==> config.mk <==
export PLATFORM = sky130hd
export DESIGN_NAME = wb_trace_monitor_flat
export DESIGN_NICKNAME = d
export VERILOG_FILES = /design/src/rtl/wb_trace_if.sv /design/src/rtl/wb_trace_monitor.sv /design/src/flat_wrapper.sv
export SDC_FILE = /design/constraint.sdc
export NUM_CORES = 1
export LEC_CHECK = 0
export ABC_AREA = 0
export CAP_MARGIN = 20
export CORE_ASPECT_RATIO = 0.8
export CORE_MARGIN = 8
export CORE_UTILIZATION = 35
export DETAILED_ROUTE_END_ITERATION = 16
export GPL_TIMING_DRIVEN = 0
export PLACE_DENSITY = 0.59
export SLEW_MARGIN = 30
export SYNTH_ARGS = -nofsm -noshare
export SYNTH_HDL_FRONTEND = slang
export SYNTH_SLANG_ARGS = --single-unit
export TNS_END_PERCENT = 30
==> constraint.sdc <==
create_clock -name clk -period 6.9 [get_ports clk]
set_input_delay 1.38 -clock clk [delete_from_list [all_inputs] [get_ports clk]]
set_output_delay 1.38 -clock clk [all_outputs]
set_load 0.1 [all_outputs]
==> src/rtl/wb_trace_if.sv <==
// Writeback observation and trace-drain bundle for wb_trace_monitor.
// The master side drives the register-file writeback and consumes the trace port.
// The slave side (the monitor) samples the writeback and presents the FIFO head.
interface wb_trace_if #(
  parameter int WORD  = 64,
  parameter int RA_W  = 5,
  parameter int CNT_W = 16
);
  logic             wb_en;
  logic [RA_W-1:0]  wb_addr;
  logic [WORD-1:0]  wb_data;
  logic             trace_valid;
  logic             trace_ready;
  logic [RA_W-1:0]  trace_addr;
  logic [WORD-1:0]  trace_data;
  logic [CNT_W-1:0] trace_cycle;

  modport master (
    output wb_en, wb_addr, wb_data, trace_ready,
    input  trace_valid, trace_addr, trace_data, trace_cycle
  );

  modport slave (
    input  wb_en, wb_addr, wb_data, trace_ready,
    output trace_valid, trace_addr, trace_data, trace_cycle
  );
endinterface

==> src/rtl/wb_trace_monitor.sv <==
// Writeback trace monitor for the LEGv8 datapath.
// Captures qualified register-file writes into a small FIFO, raises pass when
// the target value is written back and fail when the run times out.
//
//  state  | meaning
//  -------+---------------------------------------------------------------
//  S_IDLE | not armed; no captures, FIFO still drainable
//  S_RUN  | armed; cycle counter running, qualified writes captured
//  S_PASS | target value seen; counter frozen, waiting for re-arm
//  S_FAIL | timeout reached; counter frozen, waiting for re-arm
module wb_trace_monitor #(
  parameter int WORD    = 64,
  parameter int RA_W    = 5,
  parameter int DEPTH   = 8,
  parameter int TARGET  = 720,
  parameter int TIMEOUT = 500,
  parameter int CNT_W   = 16
) (
  input  logic             clk,
  input  logic             rst,
  input  logic             start,
  wb_trace_if.slave        bus,
  output logic             overflow,
  output logic             busy,
  output logic             pass,
  output logic             fail,
  output logic [CNT_W-1:0] cycle_count
);

  localparam int PTR_W = $clog2(DEPTH);

  typedef enum logic [1:0] {S_IDLE, S_RUN, S_PASS, S_FAIL} state_t;

  state_t state;

  logic [PTR_W-1:0] wr_ptr;
  logic [PTR_W-1:0] rd_ptr;
  logic [PTR_W:0]   occ;

  logic [RA_W-1:0]  mem_addr  [DEPTH];
  logic [WORD-1:0]  mem_data  [DEPTH];
  logic [CNT_W-1:0] mem_cycle [DEPTH];

  logic arm;
  logic qual;
  logic match;
  logic timeout;
  logic full;
  logic empty;
  logic push;
  logic pop;

  // start only re-arms from a non-running state; a pulse during RUN is ignored
  assign arm     = start && (state != S_RUN);
  // writes to XZR (register 31) never change architectural state, so skip them
  assign qual    = bus.wb_en && (bus.wb_addr != RA_W'(31)) && (state == S_RUN);
  assign match   = qual && (bus.wb_data == WORD'(TARGET));
  assign timeout = (state == S_RUN) && (cycle_count == CNT_W'(TIMEOUT - 1));

  assign full  = (occ == (PTR_W+1)'(DEPTH));
  assign empty = (occ == '0);
  assign pop   = bus.trace_ready && !empty;
  // a full FIFO still accepts a push when the head leaves in the same cycle
  assign push  = qual && (!full || pop);

  assign bus.trace_valid = !empty;
  assign bus.trace_addr  = empty ? '0 : mem_addr[rd_ptr];
  assign bus.trace_data  = empty ? '0 : mem_data[rd_ptr];
  assign bus.trace_cycle = empty ? '0 : mem_cycle[rd_ptr];

  // Monitor FSM with registered status outputs and the run cycle counter
  always_ff @(posedge clk or posedge rst) begin
    if (rst) begin
      state       <= S_IDLE;
      busy        <= 1'b0;
      pass        <= 1'b0;
      fail        <= 1'b0;
      cycle_count <= '0;
    end else begin
      case (state)
        S_RUN: begin
          if (match) begin
            state <= S_PASS;
            busy  <= 1'b0;
            pass  <= 1'b1;
          end else if (timeout) begin
            state <= S_FAIL;
            busy  <= 1'b0;
            fail  <= 1'b1;
          end else begin
            cycle_count <= cycle_count + 1'b1;
          end
        end
        default: begin
          if (start) begin
            state       <= S_RUN;
            busy        <= 1'b1;
            pass        <= 1'b0;
            fail        <= 1'b0;
            cycle_count <= '0;
          end
        end
      endcase
    end
  end

  // Trace storage; contents need no reset because the head is masked while empty
  always_ff @(posedge clk) begin
    if (push && !arm) begin
      mem_addr[wr_ptr]  <= bus.wb_addr;
      mem_data[wr_ptr]  <= bus.wb_data;
      mem_cycle[wr_ptr] <= cycle_count;
    end
  end

  // FIFO pointers, occupancy and sticky overflow; re-arm empties the trace
  always_ff @(posedge clk or posedge rst) begin
    if (rst) begin
      wr_ptr   <= '0;
      rd_ptr   <= '0;
      occ      <= '0;
      overflow <= 1'b0;
    end else if (arm) begin
      wr_ptr   <= '0;
      rd_ptr   <= '0;
      occ      <= '0;
      overflow <= 1'b0;
    end else begin
      if (push) wr_ptr <= wr_ptr + 1'b1;
      if (pop)  rd_ptr <= rd_ptr + 1'b1;
      case ({push, pop})
        2'b10:   occ <= occ + 1'b1;
        2'b01:   occ <= occ - 1'b1;
        default: occ <= occ;
      endcase
      if (qual && full && !pop) overflow <= 1'b1;
    end
  end

endmodule

==> src/flat_wrapper.sv <==
// flat-port wrapper written by rule: the top's interface ports become plain ports
module wb_trace_monitor_flat 
#(
  parameter int WORD    = 64,
  parameter int RA_W    = 5,
  parameter int DEPTH   = 8,
  parameter int TARGET  = 720,
  parameter int TIMEOUT = 500,
  parameter int CNT_W   = 16
)
  (clk, rst, start, overflow, busy, pass, fail, cycle_count, bus_wb_en, bus_wb_addr, bus_wb_data, bus_trace_ready, bus_trace_valid, bus_trace_addr, bus_trace_data, bus_trace_cycle);
  wb_trace_if #(.WORD(WORD), .RA_W(RA_W), .CNT_W(CNT_W)) bus_i ();
  input  logic clk;
  input  logic rst;
  input  logic start;
  output logic overflow;
  output logic busy;
  output logic pass;
  output logic fail;
  output logic [CNT_W-1:0] cycle_count;
  input wire logic [$bits(bus_i.wb_en)-1:0] bus_wb_en;
  input wire logic [$bits(bus_i.wb_addr)-1:0] bus_wb_addr;
  input wire logic [$bits(bus_i.wb_data)-1:0] bus_wb_data;
  input wire logic [$bits(bus_i.trace_ready)-1:0] bus_trace_ready;
  output wire logic [$bits(bus_i.trace_valid)-1:0] bus_trace_valid;
  output wire logic [$bits(bus_i.trace_addr)-1:0] bus_trace_addr;
  output wire logic [$bits(bus_i.trace_data)-1:0] bus_trace_data;
  output wire logic [$bits(bus_i.trace_cycle)-1:0] bus_trace_cycle;
  assign bus_i.wb_en = bus_wb_en;
  assign bus_i.wb_addr = bus_wb_addr;
  assign bus_i.wb_data = bus_wb_data;
  assign bus_i.trace_ready = bus_trace_ready;
  assign bus_trace_valid = bus_i.trace_valid;
  assign bus_trace_addr = bus_i.trace_addr;
  assign bus_trace_data = bus_i.trace_data;
  assign bus_trace_cycle = bus_i.trace_cycle;
  wb_trace_monitor #(.WORD(WORD), .RA_W(RA_W), .DEPTH(DEPTH), .TARGET(TARGET), .TIMEOUT(TIMEOUT), .CNT_W(CNT_W)) u_core (.clk(clk), .rst(rst), .start(start), .bus(bus_i), .overflow(overflow), .busy(busy), .pass(pass), .fail(fail), .cycle_count(cycle_count));
endmodule
==> out/qor.json, run 1 <==
{
  "outcome": "finished, final reports clean",
  "crit_path_end_kind": "primary output",
  "area_growth_pct": 23.6,
  "post-route-period-util_pct": 88.5,
  "maxCapViolCount": 0,
  "routed.top_layer": "met5",
  "cp.required_ns": 5.52,
  "cts_setup_buffers": 0,
  "die_w_um": 331,
  "dp.final_hpwl_mm": 47.6,
  "final.setup.tns_ns": 0,
  "worst_skew_pair.late_latency_ns": 0.61,
  "biggest_cell_delay_along_the_critical_path_ns": 1.24,
  "register_area_share_after_synthesis_pct": 76.4,
  "post_synth_top_area_share_pct": 73.5,
  "crit_slowest_cell": "clkdlybuf4s50_1",
  "yosys_register_bits": 712,
  "fp.dieArea_um2": 88700,
  "met3WireLength_mm": 5.03,
  "final_common_cell": "edfxtp_1",
  "timing.critical_path.max_delay_family": "buffers and inverters",
  "final_util_pct": 43.6,
  "root_buffer": "clkbuf_16",
  "fin_nets": 1718,
  "vias_per_cell": 5.18,
  "number_of_antenna_violations_at_the_first_check_in_global_routing": 9,
  "number_of_nets_produced_by_synthesis": 1406,
  "final_antenna_net_count": 0,
  "seqCellArea_um2": 21200,
  "timing.hold.worst_path_depth": 1,
  "placementRows": 92,
  "post-route-min-period_ns": 6.11,
  "overflow": 0,
  "worst-r2r-cell-count": 9,
  "synthesis.area_um2": 27800,
  "synth_enable_flop_cells": 680,
  "total_via_count_after_detailed_routing": 14200,
  "met1Wirelength_mm": 31.2,
  "grt_pass1_wl_mm": 100,
  "io_buffer_count": 179,
  "number_of_top_level_pins": 180,
  "cts_tree": "built",
  "cts_made_buffers": 71,
  "multiInputGateArea_um2": 6340,
  "report.final.slew_viol_count": 0,
  "die_height_um": 268,
  "grt_start_max_net_pins": 33,
  "met2_length_mm": 32.1,
  "timing_worst_slew_pin_value_ns": 1.01,
  "achievable-frequency_mhz": 164,
  "ys_warn_count": 0,
  "finalWirelength_mm": 69.4,
  "crit_fanout": 10,
  "setup_viol": 0,
  "dr.pass1.iters": 5,
  "path_buf_inv": 4,
  "setup_crit_start_kind": "register",
  "drt-wirelength-per-cell_um": 25.4,
  "clk_path_buf_depth": 3,
  "skew_ns": 0.0135,
  "post_synth.cell_area_avg_um2": 20.9,
  "synthCells": 1328,
  "yosys_most_used_dff": "edfxtp_1",
  "post_cts_resized": 0,
  "area_of_the_core_region_um2": 78700,
  "floorplan.initialDensity_pct": 35.3,
  "drc": 0,
  "worst-endpoint-arrival_ns": 4.73,
  "cts_hold_buffers": 0,
  "crit_path_frequent_cell": "clkbuf_1",
  "grt_setup_unrepaired": "false",
  "crit_path_cell_trace": "buf_2 > clkbuf_1 > clkbuf_1 > mux4_2 > mux2i_1 > nor2_1 > clkdlybuf4s50_1",
  "yosys.cell_types.count": 45,
  "layout-drive-gt1-share_pct": 22.6,
  "criticalPathCategory": "register to primary output",
  "layout.filler_cells": 6808,
  "cts.sink_count": 712,
  "final_hold_viol_count": 0,
  "ranking_of_synthesized_cells_by_area": "edfxtp_1 73%, mux4_2 14%, mux2i_1 3.2%",
  "hp-class": "register to register",
  "commonest_cells_after_routing_fill_and_taps_aside": "680 x edfxtp_1, 179 x clkdlybuf4s50_1, 170 x mux4_2",
  "synth_async_sr_flop_share_pct": 4.49,
  "iteration_0_drc_markers": 1319,
  "grt_pass1_vias": 14700,
  "clk_pin_slew_worst_paths_ns": 0.06,
  "htree_levels": 3,
  "cell_type_with_the_largest_total_area_after_synthesis": "edfxtp_1",
  "timing.max_slew.rel_slack_pct": 32.5,
  "critical_path_cell_count": 7,
  "grt.total_usage_pct": 15.5,
  "gp_congestion": 0.794
}
-- worst paths after layout --
path,startpoint,end,slack (ns)
setup / recovery,u_core.rd_ptr[1]$_DFFE_PP0P_,bus_trace_data[10],0.79
hold / removal,u_core.state[0]$_DFFE_PP0P_,u_core.state[0]$_DFFE_PP0P_,0.52
setup reg to reg,u_core.state[0]$_DFFE_PP0P_,u_core.mem_data[1][40]$_DFFE_PP_,3.29
hold reg to reg,u_core.state[0]$_DFFE_PP0P_,u_core.state[0]$_DFFE_PP0P_,0.52
max in group asynchronous,rst,u_core.cycle_count[13]$_DFFE_PP0P_,5.20
min in group asynchronous,rst,u_core.occ[0]$_DFFE_PP0P_,1.22
-- metal layers --
metal  vias up  GRT usage, %
met5         -             0
met4        12          3.08
met3        82          4.44
met2       415          24.0
met1      7519          21.8
li1       6135             -
-- registers in the layout (all words and copies together), names as in the netlist --
name	cells
u_core.state	2
u_core.fail	1
u_core.occ	4
u_core.wr_ptr	3
u_core.overflow	1
u_core.mem_data	512
u_core.busy	1
u_core.mem_cycle	128
u_core.mem_addr	40
u_core.cycle_count	16
u_core.pass	1
u_core.rd_ptr	3
-- cell type report --
type	count	share of cell area [%]
antenna	5	0.0364
multi-input combinational	548	18.5
clock inverter	43	1.04
timing repair buffer	239	8.58
clock buffer	84	5.44
inverter	3	0.0328
buffer	65	0.835
tap	1034	3.77
sequential	712	61.8
-- stage by stage --
stage	instances	worst slack, ns	instance area (um^2)	hold WS [ns]
detailed placement	2601	1.36	32100	0.480
global route	2728	0.454	34300	0.533
CTS	2728	0.685	34300	0.511
floorplan	1328	-1.39	27800	0.478
finish	2733	0.791	34300	0.517
global placement	2541	-9.20	30900	0.487
-- Yosys cell counts, types with 3 or more instances --
| library cell | number |
|---|---|
| nand3_1 | 13 |
| edfxtp_1 | 680 |
| nand2b_1 | 4 |
| o21ai_0 | 5 |
| nor2_1 | 110 |
| and3_1 | 14 |
| and4_1 | 4 |
| buf_1 | 13 |
| nor4_1 | 24 |
| a21oi_1 | 8 |
| nor3_1 | 5 |
| nand2_1 | 37 |
| a21o_1 | 8 |
| dfrtp_1 | 32 |
| nand4_1 | 8 |
| mux2i_1 | 90 |
| xor2_1 | 6 |
| clkbuf_1 | 26 |
| buf_2 | 25 |
| mux4_2 | 170 |
| a31oi_1 | 7 |
| ha_1 | 4 |
| a211o_1 | 3 |
-- worst reg2reg max path, delay by kind of cell (launching register included) --
| family | cells | cell delay (ns) |
|---|---|---|
| flip-flops | 1 | 0.36 |
| buffers and inverters | 4 | 0.89 |
| AO/OA/AOI/OAI | 1 | 0.50 |
| AND/OR/NAND/NOR | 4 | 1.59 |
-- logic make-up after synthesis --
family / synth area share, %
adder cells (fa/ha/maj): 0.180
buffers and inverters: 1.06
AND/OR/NAND/NOR: 4.08
multiplexers: 17.0
XOR/XNOR: 0.189
AO/OA/AOI/OAI: 1.10
flip-flops: 76.4
Power of run 1 is not shown: default switching activity piles up to over one toggle a cycle in this logic, so the estimate is an artifact.
==> run 2, diff against run 1 <==
--- a/config.mk
+++ b/config.mk
@@ -9,10 +9,10 @@
 export CAP_MARGIN = 20
 export CORE_ASPECT_RATIO = 0.8
 export CORE_MARGIN = 8
-export CORE_UTILIZATION = 35
+export CORE_UTILIZATION = 53
 export DETAILED_ROUTE_END_ITERATION = 16
 export GPL_TIMING_DRIVEN = 0
-export PLACE_DENSITY = 0.59
+export PLACE_DENSITY = 0.8
 export SLEW_MARGIN = 30
 export SYNTH_ARGS = -nofsm -noshare
 export SYNTH_HDL_FRONTEND = slang
==> run 2 against run 1 <==
  * Sequential share of layout area grew 1.0 points
  * Wire length shrank 5.2%
  * Flip-flop and latch count unchanged
  * Register-to-register slack barely moved
  * Setup slack gained 0.11 ns
  * Non-clock buffer count down 7
  * Critical endpoint is now bus_trace_cycle[13]
==> out/qor.json, run 2 (synthesis results as in run 1) <==
{
  "root_buffer": "clkbuf_16",
  "largest_registers": "u_core.mem_data: 512 flops, u_core.mem_cycle: 128 flops, u_core.mem_addr: 40 flops",
  "worst-endpoint-arrival": {"value": 4.62, "unit": "ns", "change": "-0.11 ns"},
  "iteration_0_drc_markers": {"value": 1740, "change": "+32%"},
  "criticalPathCategory": "register to primary output",
  "cts_hold_buffers": {"value": 0, "change": "unchanged"},
  "finalWirelength": {"value": 65.8, "unit": "mm", "change": "-5.2%"},
  "grt_setup_unrepaired": "false",
  "worst_skew_pair.late_latency": {"value": 0.61, "unit": "ns", "change": "about the same"},
  "commonest_cells_after_routing_fill_and_taps_aside": "680 x edfxtp_1, 177 x clkdlybuf4s50_1, 170 x mux4_2",
  "timing.max_slew.rel_slack": {"value": 33.1, "unit": "%", "change": "+0.58 points"},
  "grt_pass1_wl": {"value": 97.8, "unit": "mm", "change": "-2.6%"},
  "seqCellArea": {"value": 21200, "unit": "um^2", "change": "unchanged"},
  "drt-wirelength-per-cell": {"value": 27.6, "unit": "um", "change": "+8.7%"},
  "number_of_antenna_violations_at_the_first_check_in_global_routing": {"value": 5, "change": "-4"},
  "die_w": {"value": 272, "unit": "um", "change": "-18%"},
  "die_height": {"value": 221, "unit": "um", "change": "-18%"},
  "grt_start_max_net_pins": {"value": 33, "change": "unchanged"},
  "achievable-frequency": {"value": 167, "unit": "MHz", "change": "+1.9%"},
  "total_via_count_after_detailed_routing": {"value": 14500, "change": "+2.5%"},
  "htree_levels": {"value": 3, "change": "unchanged"},
  "io_buffer_count": {"value": 179, "change": "unchanged"},
  "fin_ws": {"value": 0.904, "unit": "ns", "change": "+0.113 ns"},
  "hp-class": "register to register",
  "layout.filler_cells": {"value": 3323, "change": "-51%"},
  "number_of_flip_flops_under_the_largest_register_name": {"value": 512, "change": "unchanged"},
  "clk_path_buf_depth": {"value": 3, "change": "unchanged"},
  "grt.total_usage": {"value": 22.0, "unit": "%", "change": "+6.5 points"},
  "cp.required": {"value": 5.52, "unit": "ns", "change": "about the same"},
  "post-route-min-period": {"value": 6.00, "unit": "ns", "change": "-0.113 ns"},
  "post-route-period-util": {"value": 86.9, "unit": "%", "change": "-1.6 points"},
  "cts.sink_count": {"value": 712, "change": "unchanged"},
  "final_common_cell": "edfxtp_1",
  "final_hold_viol_count": {"value": 0, "change": "unchanged"},
  "layout.cells.non_filler": {"value": 2383, "change": "-13%"},
  "layout-drive-gt1-share": {"value": 21.4, "unit": "%", "change": "-1.1 points"},
  "number_of_top_level_pins": {"value": 180, "change": "unchanged"},
  "maxCapViolCount": {"value": 0, "change": "unchanged"},
  "floorplan.initialDensity": {"value": 53.3, "unit": "%", "change": "+18 points"},
  "multiInputGateArea": {"value": 6330, "unit": "um^2", "change": "about the same"},
  "post_cts_resized": {"value": 0, "change": "unchanged"},
  "timing_worst_slew_pin_value": {"value": 1.00, "unit": "ns", "change": "-0.00869 ns"},
  "crit_fanout": {"value": 10, "change": "unchanged"},
  "gp_congestion": {"value": 0.814, "change": "+2.5%"},
  "cts_tree": "built",
  "vias_per_cell": {"value": 6.09, "change": "+18%"},
  "grt_pass1_vias": {"value": 15200, "change": "+3.5%"},
  "placementRows": {"value": 75, "change": "-18%"},
  "area_of_the_core_region": {"value": 52100, "unit": "um^2", "change": "-34%"},
  "outcome": "finished, final reports clean",
  "dpl.cell_count": {"value": 2253, "change": "-13%"},
  "skew": {"value": 0.0182, "unit": "ns", "change": "+0.00464 ns"},
  "crit_path_end_kind": "primary output",
  "placement.setup.worst_slack": {"value": 1.57, "unit": "ns", "change": "+0.212 ns"},
  "max_flop_register": "u_core.mem_data",
  "fp.dieArea": {"value": 60100, "unit": "um^2", "change": "-32%"},
  "clk_pin_slew_worst_paths": {"value": 0.06, "unit": "ns", "change": "about the same"},
  "overflow": {"value": 0, "change": "unchanged"},
  "dp.final_hpwl": {"value": 43.3, "unit": "mm", "change": "-9.0%"},
  "dr.pass1.iters": {"value": 5, "change": "unchanged"},
  "area_growth_pct": 21.6,
  "setup_crit_start_kind": "register",
  "report.final.slew_viol_count": {"value": 0, "change": "unchanged"},
  "drc": {"value": 0, "change": "unchanged"},
  "final_antenna_net_count": {"value": 0, "change": "unchanged"},
  "cts_made_buffers": {"value": 68, "change": "-4.2%"},
  "setup_viol": {"value": 0, "change": "unchanged"},
  "fin_nets": {"value": 1708, "change": "-0.58%"},
  "cts_setup_buffers": {"value": 0, "change": "unchanged"}
}
-- run 2: layer usage --
layer | global-route usage [%] | vias to the layer above | part of all wire (%)
li1 | - | 6118 | -
met1 | 29.4 | 7582 | 40
met2 | 36.1 | 708 | 49
met3 | 5.84 | 111 | 9.3
met4 | 5.67 | 4 | 1.9
met5 | 0 | - | 0.041
-- run 2: area by class of cell --
| type | count | area share, % |
|---|---|---|
| Sequential cell | 712 | 62.8 |
| Inverter | 3 | 0.0333 |
| Tap cell | 693 | 2.57 |
| Timing Repair Buffer | 232 | 8.42 |
| Buffer | 65 | 0.837 |
| Clock inverter | 41 | 1.03 |
| Clock buffer | 85 | 5.51 |
| Multi-Input combinational cell | 548 | 18.7 |
| Antenna cell | 4 | 0.0296 |
-- run 2: worst paths after layout --
kind	start	cells after the start	slack, ns	end
min in group asynchronous	rst	2	1.21	u_core.pass$_DFFE_PP0P_
max in group asynchronous	rst	2	5.22	u_core.occ[1]$_DFFE_PP0P_
max reg2reg	u_core.state[0]$_DFFE_PP0P_	10	3.29	u_core.mem_data[1][46]$_DFFE_PP_
min reg2reg	u_core.pass$_DFFE_PP0P_	2	0.49	u_core.pass$_DFFE_PP0P_
max	u_core.rd_ptr[1]$_DFFE_PP0P_	7	0.90	bus_trace_cycle[13]
min	u_core.pass$_DFFE_PP0P_	2	0.49	u_core.pass$_DFFE_PP0P_
-- run 2: per-stage QoR --
stage          TNS [ns]  cell area (um^2)  hold WS [ns]  util [%]
2_1_floorplan   -117.82             27800         0.478         -
4_1_cts               0             33800         0.502      64.8
5_1_grt               0             33800         0.523      64.8
3_3_place_gp   -2652.21             30400         0.470      58.5
3_5_place_dp          0             31600         0.471      60.6
6_report              0             33800         0.493      64.8
-- run 2: critical path: stages, from the launching register on --
cell and delay, ns:
dfrtp_1 0.36, buf_2 0.32, clkbuf_1 0.66, buf_1 0.61, mux4_2 0.36, mux2i_1 0.08, nor2_1 0.39, clkdlybuf4s50_1 1.23
Power of run 2 is left out for the same reason.
==> patch 1, RTL diff (flow settings as in run 1) <==
The 4 states of `state_t` get a one-hot encoding in 4 bits.
--- a/src/rtl/wb_trace_monitor.sv
+++ b/src/rtl/wb_trace_monitor.sv
@@ -29,7 +29,7 @@
 
   localparam int PTR_W = $clog2(DEPTH);
 
-  typedef enum logic [1:0] {S_IDLE, S_RUN, S_PASS, S_FAIL} state_t;
+  typedef enum logic [3:0] {S_IDLE = 4'b0001, S_RUN = 4'b0010, S_PASS = 4'b0100, S_FAIL = 4'b1000} state_t;
 
   state_t state;
 
Check against the original RTL: same outputs for any inputs over 4 cycles, from zero or initial values and one cycle with rst high; so few cycles prove little.
==> patch 1 against run 1 <==
Sequential cell count grew 1; synthesized area up 0.68%; register-to-register slack lost 0.05 ns; final area increased by 0.34%; routed wire length up 1.1%; fmax decreased by 5.5%; setup slack got worse by 0.36 ns.
==> patch 1: results (changes against run 1) <==
** Detailed routing
- The first-iteration detailed-routing DRC count was 1297 (was 1319).
- Routed vias :: 14.4k (was 14.2k)
- The total length of routed wires was 70100 µm (was 69400 µm).

** Power
- The worst-case IR drop observed on VDD is 0.496 mV.
- Static Leak :: 0.0112 µW

** Setup path
- Standard cell with the maximum stage delay on the critical path :: clkdlybuf4s50_1 (unchanged)
- Crit path max fanout :: 10 (unchanged)
- CP peak stage delay :: 1.24 ns (about the same)

** Placement
- The total half-perimeter wirelength after legalization and detailed placement is 47800 µm (was 47600 µm).
- Area after DPL :: 32300 µm² (was 32100 µm²)
- The global placer's final weighted congestion was 0.786 (was 0.794).

** Clock network
- The number of buffers created by CTS came to 70 (was 71).
- The H-tree depth reported by CTS is 3 (unchanged).
- The maximum buffer depth of the clock tree was 3 (unchanged).

** STA
- Max_slew headroom :: 31.9% (was 32.5%)
- Maximum clock skew at final layout :: 0.0197 ns (was 0.0135 ns)

** Global routing
- The wire length of the first global-routing pass was 103000 µm (was 100000 µm).
- The pin count of the biggest net entering global routing was 34 (was 33).
- The via count of the first global-routing pass is 15.1k (was 14.7k).
- The initial antenna violation count is 11 (was 9).
- Met1 Usage GRT :: 21.5% (was 21.8%)
- The met2 demand-to-capacity share in global routing was 24.7% (was 24.0%).
- The global-route usage over all layers came to 15.6% (was 15.5%).
- The met3 layer usage reported by global route came to 4.33% (was 4.44%).

** Synthesis
- Share of synthesized flip-flops with an asynchronous set or reset :: 4.63% (was 4.49%)
- The yosys synthesis warning count is 0 (unchanged).
- Post-synth top cells: 680 x edfxtp_1, 170 x mux4_2, 111 x nor2_1 (was 680 x edfxtp_1, 170 x mux4_2, 110 x nor2_1).
- Fraction of the yosys area taken by sequential cells :: 76.0% (was 76.4%)
- Number of synthesized flops with an enable pin :: 680 (unchanged)
- The number of distinct standard cells referenced by the synthesized netlist was 59 (was 45).
- Top cells by area in the synthesized netlist :: edfxtp_1 73%, mux4_2 14%, mux2i_1 3.2%, dfrtp_1 2.9%, nor2_1 1.5% (unchanged)
- The post-synth net total came to 1418 (was 1406).

** Worst hold path
- The type of the most critical hold path was reg -> reg (unchanged).

** Status
- Result of the run :: complete, no violations (unchanged)

** Cells and area
- The number of nets in the layout is 1729 (was 1718).
- The proportion of layout cells with a drive suffix above 1 came to 22.5% (was 22.6%).
==> patch 1: through the flow <==
stage | cells | worst slack (ns)
after detailed placement | 2613 | 1.03
after global placement | 2553 | -8.31
after global routing | 2739 | 0.255
final | 2744 | 0.433
after floorplan | 1340 | -1.50
after CTS | 2739 | 0.367
==> patch 1: kinds of logic (layout without fill, tap and decap cells) <==
logic type,after synthesis,count (layout),synth area share [%]
flops,713,713,76.0
mux,261,261,17.0
simple gates,244,244,4.45
buf+inv,70,435,1.07
compound gates,41,41,1.18
xor+xnor,7,7,0.219
fa+ha+maj,4,4,0.179
other cells,0,5,0
==> patch 1: power breakdown <==
group	internal (µW)	switching [µW]	total [µW]
registers	5270	172	5440
logic	2290	5600	7890
clock network	2030	1570	3600
total	9600	7340	16900
==> patch 1: path summary, 6_finish.rpt <==
kind                                        from                     end  slack [ns]  cells past startpoint
worst max-delay path            u_core.rd_ptr[1]      bus_trace_data[56]        0.43                      7
worst min-delay path             u_core.state[0]         u_core.state[0]        0.52                      1
worst max register to register   u_core.state[2]  u_core.mem_data[1][19]        3.24                     11
worst min register to register   u_core.state[0]         u_core.state[0]        0.52                      1
max in group asynchronous                    rst         u_core.state[2]        5.12                      2
min in group asynchronous                    rst   u_core.cycle_count[9]        1.31                      2
==> patch 1: cell type report <==
cell class	count	area, µm²
Multi-Input combinational cell	557	6490
Clock buffer	94	1920
Inverter	5	18.8
Timing Repair Buffer	239	2950
Tap cell	1034	1290
Sequential cell	713	21200
Buffer	65	293
Antenna cell	5	12.5
Fill cell	6787	44500
Clock inverter	32	221
==> patch 1: routing by layer <==
| layer | vias up | share of wire (%) |
|---|---|---|
| met5 | - | 0.076 |
| met4 | 8 | 1.5 |
| met3 | 80 | 7.6 |
| met2 | 444 | 47 |
| met1 | 7663 | 44 |
| li1 | 6209 | - |
==> patch 2, RTL diff (settings of run 1) <==
Made on the original files. `WORD` is set to 64 in 3 places; all go to 96.
--- a/src/rtl/wb_trace_if.sv
+++ b/src/rtl/wb_trace_if.sv
@@ -2,7 +2,7 @@
 // The master side drives the register-file writeback and consumes the trace port.
 // The slave side (the monitor) samples the writeback and presents the FIFO head.
 interface wb_trace_if #(
-  parameter int WORD  = 64,
+  parameter int WORD  = 96,
   parameter int RA_W  = 5,
   parameter int CNT_W = 16
 );
--- a/src/rtl/wb_trace_monitor.sv
+++ b/src/rtl/wb_trace_monitor.sv
@@ -9,7 +9,7 @@
 //  S_PASS | target value seen; counter frozen, waiting for re-arm
 //  S_FAIL | timeout reached; counter frozen, waiting for re-arm
 module wb_trace_monitor #(
-  parameter int WORD    = 64,
+  parameter int WORD    = 96,
   parameter int RA_W    = 5,
   parameter int DEPTH   = 8,
   parameter int TARGET  = 720,
--- a/src/flat_wrapper.sv
+++ b/src/flat_wrapper.sv
@@ -1,7 +1,7 @@
 // flat-port wrapper written by rule: the top's interface ports become plain ports
 module wb_trace_monitor_flat 
 #(
-  parameter int WORD    = 64,
+  parameter int WORD    = 96,
   parameter int RA_W    = 5,
   parameter int DEPTH   = 8,
   parameter int TARGET  = 720,
Ports: changed (resized bus_trace_data and bus_wb_data); port bits go from 180 to 244. No check against the original RTL was run, so the function may have changed too.
==> patch 2 against run 1 <==
Sequential cell count is 256 higher; clock skew rose by 0.0021 ns; synthesized area is 34% higher; final area is 34% higher; largest cell class unchanged; critical path type unchanged; routed wire length up 36%; critical endpoint is now bus_trace_data[69]; setup slack lost 0.17 ns; register-to-register slack about the same; highest routed layer unchanged.
==> patch 2: results (changes against run 1) <==
** Global routing
- Met3 Usage GRT :: 4.35% (was 4.44%)
- Antenna violations before repair :: 18 (was 9)
- Wire length of the first global-routing pass :: 136000 µm (was 100000 µm)
- Met1 Usage GRT :: 21.4% (was 21.8%)
- The global-route usage over all layers came to 15.7% (was 15.5%).

** Clock network
- Clock latency on the worst-skew pair :: 0.64 ns (was 0.61 ns)
- Cts bufs inserted :: 97 (was 71)

** Placement
- Routability Congestion :: 0.767 (was 0.794)
- The post-placement worst setup slack is 1.03 ns (was 1.36 ns).
- Area after DPL :: 43000 µm² (was 32100 µm²)
- The number of buffer cells added on primary ports was 243 (was 179).

** Setup path
- The highest fanout seen on the critical path was 11 (was 10).
- Worst Path Arrival :: 4.90 ns (was 4.73 ns)
- The critical path capture point is bus_trace_data[69] (was bus_trace_data[10]).
- First element of the critical path :: u_core.rd_ptr[0] (was u_core.rd_ptr[1])

** Detailed routing
- Aggregate routed wire length :: 94200 µm (was 69400 µm)
- Drt initial violations :: 1600 (was 1319)
- Met1 Wirelength :: 41400 µm (was 31200 µm)
- Total length of routed met2 wires :: 44400 µm (was 32100 µm)
- Routed vias :: 18.7k (was 14.2k)
- The routed length on met3 came to 6760 µm (was 5030 µm).

** Cells and area
- The proportion of layout cells with a drive suffix above 1 is 24.3% (was 22.6%).
- The combined area of the multi-input logic cells came to 8120 µm² (was 6340 µm²).
- Largest registers :: u_core.mem_data (768), u_core.mem_cycle (128), u_core.mem_addr (40) (was u_core.mem_data (512), u_core.mem_cycle (128), u_core.mem_addr (40))
- The number of inserted filler cells in the final layout is 9136 (was 6808).

** Synthesis
- Top cells by area in the synthesized netlist: edfxtp_1 75%, mux4_2 14%, mux2i_1 3.3%, dfrtp_1 2.1%, nor2_1 1.4% (was edfxtp_1 73%, mux4_2 14%, mux2i_1 3.2%, dfrtp_1 2.9%, nor2_1 1.5%).
- The portion of the post-synthesis area used by sequential elements came to 77.4% (was 76.4%).
- Compound-cell area share of the yosys netlist :: 0.734% (was 1.10%)
- The fraction of registers with async set/reset came to 3.31% (was 4.49%).
- Number of instances in the synthesized netlist :: 1714 (was 1328)
- The number of enable-type register cells in the synthesized netlist was 936 (was 680).
- The fraction of synthesized cell area in xor and xnor cells is 0.164% (was 0.189%).
- Mux contribution to synthesized area :: 17.4% (was 17.0%)
- The post-synth net total came to 1824 (was 1406).

** STA
- The transition at the pin with the smallest max-transition slack is 1.02 ns (was 1.01 ns).
- The clock skew after layout was 0.0156 ns (was 0.0135 ns).

** Status
- Result of the run: complete, no violations (unchanged).

** Worst hold path
- Hold path endpoint :: u_core.pass (was u_core.state[0])
- The worst hold path stage count is 2 (was 1).
==> patch 2: cell count changes after synthesis, moves of 8 or more <==
| cell | run 1 | this run |
|---|---|---|
| nor2_1 | 110 | 135 |
| edfxtp_1 | 680 | 936 |
| clkbuf_1 | 26 | 52 |
| mux2i_1 | 90 | 122 |
| mux4_2 | 170 | 234 |
| a21o_1 | 8 | 0 |
| and3_1 | 14 | 4 |
| nand2_1 | 37 | 25 |
==> patch 2: cell type report <==
cell class,instances,share of cell area (%)
well taps,1417,3.85
multi-input cells,649,17.6
inverters,7,0.0570
diodes,10,0.0543
flip-flops and latches,968,62.7
repair buffers,359,8.22
clock buffers,125,5.68
plain buffers,90,0.866
clock inverters,51,0.955
==> patch 2: worst max-delay path, stage by stage (launching register included) <==
cell	delay, ns
dfrtp_1	0.34
clkbuf_2	0.46
clkbuf_1	0.81
buf_2	0.51
mux4_2	0.29
mux2i_1	0.08
nor2_1	0.46
clkdlybuf4s50_1	1.24
